==> src/rtl/pipe_pkg.sv <==
// Shared types for the core pipeline stage registers.
//   stage_state_e : occupancy state of a pipe_stage_reg
//   id_ex_ctrl_t  : ID/EX control word carried in in_ctrl_i/out_ctrl_o
//   PIPE_*_W      : default payload widths for pipe_stage_reg
package pipe_pkg;

   localparam int unsigned PIPE_DATA_W = 160;  // pc, rs1, rs2, imm, inst
   localparam int unsigned PIPE_CTRL_W = 15;

   typedef enum logic [1:0] {
      ST_EMPTY = 2'd0,
      ST_ONE   = 2'd1,
      ST_TWO   = 2'd2
   } stage_state_e;

   // rsvd pads the control word out to PIPE_CTRL_W bits
   typedef struct packed {
      logic       rsvd;
      logic       pc_sel;
      logic       reg_wen;
      logic [1:0] wb_sel;
      logic       st_en;
      logic       sb;
      logic       sh;
      logic       a_sel;
      logic       b_sel;
      logic       br_un;
      logic [3:0] alu_sel;
   } id_ex_ctrl_t;

endpackage

==> src/rtl/pipe_stage_reg.sv <==
// Flushable pipeline stage register with valid/ready handshake and optional
// skid entry that registers the upstream ready path.
//   clk_i, rst_ni          : clock, async active-low reset
//   flush_i                : kill all held entries at the next edge
//   in_valid_i/in_ready_o  : upstream handshake, in_ctrl_i/in_data_i payload
//   out_valid_o/out_ready_i: downstream handshake, out_ctrl_o/out_data_o payload
//   occ_o                  : held entries (0..2)
module pipe_stage_reg
   import pipe_pkg::*;
#(
   parameter int unsigned DATA_W  = PIPE_DATA_W,
   parameter int unsigned CTRL_W  = PIPE_CTRL_W,
   parameter bit          SKID_EN = 1'b1
) (
   input  logic              clk_i,
   input  logic              rst_ni,
   input  logic              flush_i,
   input  logic              in_valid_i,
   output logic              in_ready_o,
   input  logic [CTRL_W-1:0] in_ctrl_i,
   input  logic [DATA_W-1:0] in_data_i,
   output logic              out_valid_o,
   input  logic              out_ready_i,
   output logic [CTRL_W-1:0] out_ctrl_o,
   output logic [DATA_W-1:0] out_data_o,
   output logic [1:0]        occ_o
);

   stage_state_e      state_q;
   logic              valid_q;
   logic              rdy_q;
   logic [CTRL_W-1:0] main_ctrl_q;
   logic [DATA_W-1:0] main_data_q;
   logic [CTRL_W-1:0] skid_ctrl;
   logic [DATA_W-1:0] skid_data;
   logic              up_xfer;
   logic              dn_xfer;
   logic              skid_load;

   // Without a skid entry, ready must look through to the downstream stage.
   assign in_ready_o = SKID_EN ? rdy_q : (!valid_q | out_ready_i);
   assign up_xfer    = in_valid_i & in_ready_o;
   assign dn_xfer    = valid_q & out_ready_i;
   // Only reachable with SKID_EN: in ST_ONE an up-only transfer needs rdy_q.
   assign skid_load  = !flush_i && (state_q == ST_ONE) && up_xfer && !dn_xfer;

   // Main entry and occupancy state; flush drops valid bits but keeps data.
   always_ff @(posedge clk_i or negedge rst_ni) begin
      if (!rst_ni) begin
         state_q     <= ST_EMPTY;
         valid_q     <= 1'b0;
         rdy_q       <= 1'b1;
         main_ctrl_q <= '0;
         main_data_q <= '0;
      end else if (flush_i) begin
         state_q <= ST_EMPTY;
         valid_q <= 1'b0;
         rdy_q   <= 1'b1;
      end else begin
         case (state_q)
            ST_EMPTY: begin
               if (up_xfer) begin
                  main_ctrl_q <= in_ctrl_i;
                  main_data_q <= in_data_i;
                  valid_q     <= 1'b1;
                  state_q     <= ST_ONE;
               end
            end
            ST_ONE: begin
               if (up_xfer && dn_xfer) begin
                  main_ctrl_q <= in_ctrl_i;
                  main_data_q <= in_data_i;
               end else if (dn_xfer) begin
                  valid_q <= 1'b0;
                  state_q <= ST_EMPTY;
               end else if (skid_load) begin
                  rdy_q   <= 1'b0;
                  state_q <= ST_TWO;
               end
            end
            ST_TWO: begin
               if (dn_xfer) begin
                  main_ctrl_q <= skid_ctrl;
                  main_data_q <= skid_data;
                  rdy_q       <= 1'b1;
                  state_q     <= ST_ONE;
               end
            end
            default: begin
               valid_q <= 1'b0;
               rdy_q   <= 1'b1;
               state_q <= ST_EMPTY;
            end
         endcase
      end
   end

   // Skid entry catches the one entry accepted while ready was still high.
   if (SKID_EN) begin : g_skid
      logic [CTRL_W-1:0] skid_ctrl_q;
      logic [DATA_W-1:0] skid_data_q;

      always_ff @(posedge clk_i or negedge rst_ni) begin
         if (!rst_ni) begin
            skid_ctrl_q <= '0;
            skid_data_q <= '0;
         end else if (skid_load) begin
            skid_ctrl_q <= in_ctrl_i;
            skid_data_q <= in_data_i;
         end
      end

      assign skid_ctrl = skid_ctrl_q;
      assign skid_data = skid_data_q;
   end else begin : g_no_skid
      assign skid_ctrl = '0;
      assign skid_data = '0;
   end

   // A bubble always presents an all-zero (NOP) control word.
   assign out_ctrl_o  = main_ctrl_q & {CTRL_W{valid_q}};
   assign out_valid_o = valid_q;
   assign out_data_o  = main_data_q;
   assign occ_o       = 2'(state_q);

endmodule

==> config.mk <==
export PLATFORM = sky130hd
export DESIGN_NAME = pipe_stage_reg
export DESIGN_NICKNAME = d
export VERILOG_FILES = /design/src/rtl/pipe_pkg.sv /design/src/rtl/pipe_stage_reg.sv
export SDC_FILE = /design/constraint.sdc
export NUM_CORES = 1
export LEC_CHECK = 0
export ABC_CLOCK_PERIOD_IN_PS = 2500
export BUFFER_PORTS_ARGS = -buffer_cell sky130_fd_sc_hd__buf_2
export CORE_ASPECT_RATIO = 0.6
export CORE_MARGIN = 2
export CORE_UTILIZATION = 53
export DETAILED_ROUTE_END_ITERATION = 16
export GPL_ROUTABILITY_DRIVEN = 0
export PLACE_DENSITY = 0.8
export SLEW_MARGIN = 40
export SYNTH_ARGS = -nofsm -noshare
export SYNTH_HDL_FRONTEND = slang
export SYNTH_SLANG_ARGS = --single-unit
==> constraint.sdc <==
create_clock -name clk_i -period 2.5 [get_ports clk_i]
set_input_delay 0 -clock clk_i [delete_from_list [all_inputs] [get_ports clk_i]]
set_output_delay 0 -clock clk_i [all_outputs]
set_load 0.02 [all_outputs]
==> metrics <==
status=finished clean; Comb pwr share=34.3%; Syn Nets=1,157; switching fraction of total power=33.8%; Req. time, crit path=2890 ps; crit start category=register; Min-Delay Path Class=in2reg; Worst Max-Slew Pin Slew=403 ps; Final period util=84.7%; Worst R2R Start=in_ready_o; Final Skew=16.0 ps; Yosys warnings=0; DRT Pass-1 Iters=4; fin nets=1,704; first-pass GRT wire length=62,500 microns; Die Wd=224 microns; drt via density=5.29; crit end category=register; vias in the first global route=11,400; Crit. path cell count=5; Post-Route WL=39,500 microns; Post-Synthesis Cell Area=0.0154 sq mm; Max Fanout on Critical Path=24; DRT iter0 DRCs=472; CTS tree=yes; Pwr Density=1130 mW/mm^2; Core ar.=0.0286 sq mm; Crit Path Class=reg2reg; RR Endpoint=out_data_o[107]; Cell variety after synth=30; clock network fraction of design power=22.6%; sequential power share=43.0%; Fmax achieved=0.472 GHz; CP arrival=2510 ps; Syn-to-layout area delta=35.0%; total grt overflow=0; Wirelength per Cell=20.5 microns; DP Wirelength=23,700 microns; Post-Route Setup TNS=0 ps; crit path cell chain=nand2_1 -> o32ai_4 -> buf_12 -> buf_4 -> mux2_2; clk_lat worst skew=520 ps; placed inst area=0.0177 sq mm; largest net degree at the start of global routing=89; critical path's top delay family=flip-flops; post-route ant nets=0; slowest CP cell=dfstp_2; Period minus WS final=2120 ps; CP endpoint=out_data_o[107]; antenna violations before repair=5; synthesized area per cell=15.7 sq um; clk sinks=354; Final Max Tran Viols=0; P_int=15.5 mW; I/O Pins=359; Clock transition at path regs=70 ps; Post-Syn Instances=977; WP buf/inv=2; row cnt=48; via count=10,200; r2r setup slk=380 ps; Die Y=136 microns; Design Area, Final=0.0207 sq mm; Max stage delay on crit path=560 ps; H-tree levels=2; max_cap viols=0; Longest Clk Path Bufs=3; Leakage=9.46 nW; worst reg-to-reg path cell count=5; Initial Util=53.6%; Final setup viols=0; Max-slew headroom=73.2%; CTS Buf Count=34; die area=0.0304 sq mm; Sw Pwr=7.90 mW; total track usage=26.1%; share of cells above drive strength 1=55.6%; CP startpoint=in_ready_o; sequential area share after synthesis=57.7%; root buf cell=clkbuf_16; Fin. Hold Viols=0; flops & latches, synth=354; RSZ-0062 raised after global routing=false; Worst VDD drop=0.738 mV; IO buf count=358; # DRC=0
==> logic make-up (layout without fill, tap and decap cells) <==
group	Yosys count	in the layout	synth area share [%]
multiplexers	525	525	38.5
flip-flops	354	354	57.7
buffers and inverters	60	631	2.20
AND/OR/NAND/NOR	27	27	1.09
AO/OA/AOI/OAI	10	10	0.529
XOR/XNOR	1	1	0.0570
other	0	5	0
==> worst min path at each step <==
stage                                   end  cells past startpoint  slack [ps]      startpoint
global route         g_skid.skid_data_q[17]                      3         260   in_data_i[17]
global placement     g_skid.skid_data_q[30]                      1          60          rst_ni
floorplan             g_skid.skid_ctrl_q[0]                      0        -300          rst_ni
detailed placement   g_skid.skid_data_q[30]                      1          50          rst_ni
finish              g_skid.skid_data_q[112]                      3         270  in_data_i[112]
CTS                  g_skid.skid_data_q[30]                      2         100          rst_ni
==> Yosys cell counts <==
cell type | n | area [sq um]
o31a_1 | 1 | 8.76
dfstp_2 | 1 | 26.3
nor2_1 | 1 | 3.75
clkbuf_2 | 1 | 5.00
and2_1 | 15 | 93.8
mux2_2 | 416 | 4680
o21ai_0 | 1 | 5.00
o32ai_2 | 1 | 16.3
a21oi_1 | 2 | 10.0
buf_4 | 17 | 128
o22ai_1 | 1 | 6.26
mux2_1 | 109 | 1230
a21boi_0 | 1 | 7.51
xor2_1 | 1 | 8.76
a21boi_2 | 1 | 11.3
or2_1 | 1 | 6.26
buf_1 | 1 | 3.75
dfrtp_1 | 353 | 8830
nand2b_1 | 3 | 18.8
a21o_1 | 1 | 7.51
nor2b_1 | 1 | 6.26
a211o_1 | 1 | 8.76
nand2_1 | 2 | 7.51
nand3b_1 | 1 | 7.51
inv_1 | 1 | 3.75
or2_2 | 1 | 6.26
clkbuf_1 | 2 | 7.51
nand4b_1 | 1 | 8.76
and3b_1 | 1 | 8.76
buf_2 | 38 | 190
==> metal layers <==
| layer | vias up | routed length (microns) | global-route usage, % |
|---|---|---|---|
| met3 | 75 | 2390 | 6.68 |
| li1 | 4612 | - | - |
| met5 | - | 0 | 0 |
| met1 | 5225 | 16200 | 32.1 |
| met4 | 0 | 1010 | 7.85 |
| met2 | 284 | 20000 | 46.0 |
==> power by group through the flow <==
stage          combinational (mW)  sequential (mW)  clock, mW
2_1_floorplan                3.37             11.4          0
3_3_place_gp                 7.42             9.82          0
3_5_place_dp                 7.66             10.0          0
4_1_cts                      7.94             9.96       5.40
5_1_grt                      8.51             10.4       5.65
6_report                     8.02             10.1       5.29
==> worst reg2reg max path: stages, from the launching register on <==
cell and delay, ps:
dfstp_2 560, nand2_1 160, o32ai_4 400, buf_12 250, buf_4 260, mux2_2 370
==> stage by stage <==
stage | total power [mW] | cells | hold WS [ps] | worst slack, ps | utilization, %
3_3_place_gp | 17.2 | 1680 | 62.4 | 461 | 62.0
6_report | 23.4 | 1928 | 274 | 381 | 72.4
4_1_cts | 23.3 | 1921 | 100 | 422 | 72.3
2_1_floorplan | 14.8 | 977 | -296 | 613 | -
3_5_place_dp | 17.7 | 1680 | 46.9 | 430 | 62.0
5_1_grt | 24.6 | 1928 | 259 | 290 | 72.4
==> flip-flops by register name, indices dropped and copies added (netlist names) <==
name                cells
g_skid.skid_data_q    160
main_ctrl_q            15
out_valid_o             1
occ_o                   2
in_ready_o              1
out_data_o            160
g_skid.skid_ctrl_q     15
==> layout make-up <==
class	instances	area, sq um
flip-flops and latches	354	8860
diodes	5	12.5
clock buffers	52	1040
well taps	375	469
multi-input cells	563	6200
inverters	1	3.75
fillers	1789	7900
repair buffers	570	4070
clock inverters	8	96.3
==> cells in the final DEF (no fill, tap or decap), drive strengths merged, types with 2 or more instances in the layout <==
| cell | count |
|---|---|
| dlygate4sd3 | 182 |
| a21boi | 2 |
| inv | 2 |
| nand2 | 2 |
| clkinv | 4 |
| nand2b | 3 |
| a21oi | 2 |
| bufinv | 2 |
| clkbuf | 52 |
| and2 | 15 |
| dfrtp | 353 |
| mux2 | 525 |
| diode | 5 |
| buf | 388 |
| or2 | 2 |
==> timing repair <==
item,in CTS,in global routing
gates resized for setup,0,0
endpoints found under the hold margin,438,21
setup buffers,0,0
hold buffers,181,1
No activity file was read; power rests on OpenSTA's default activity.
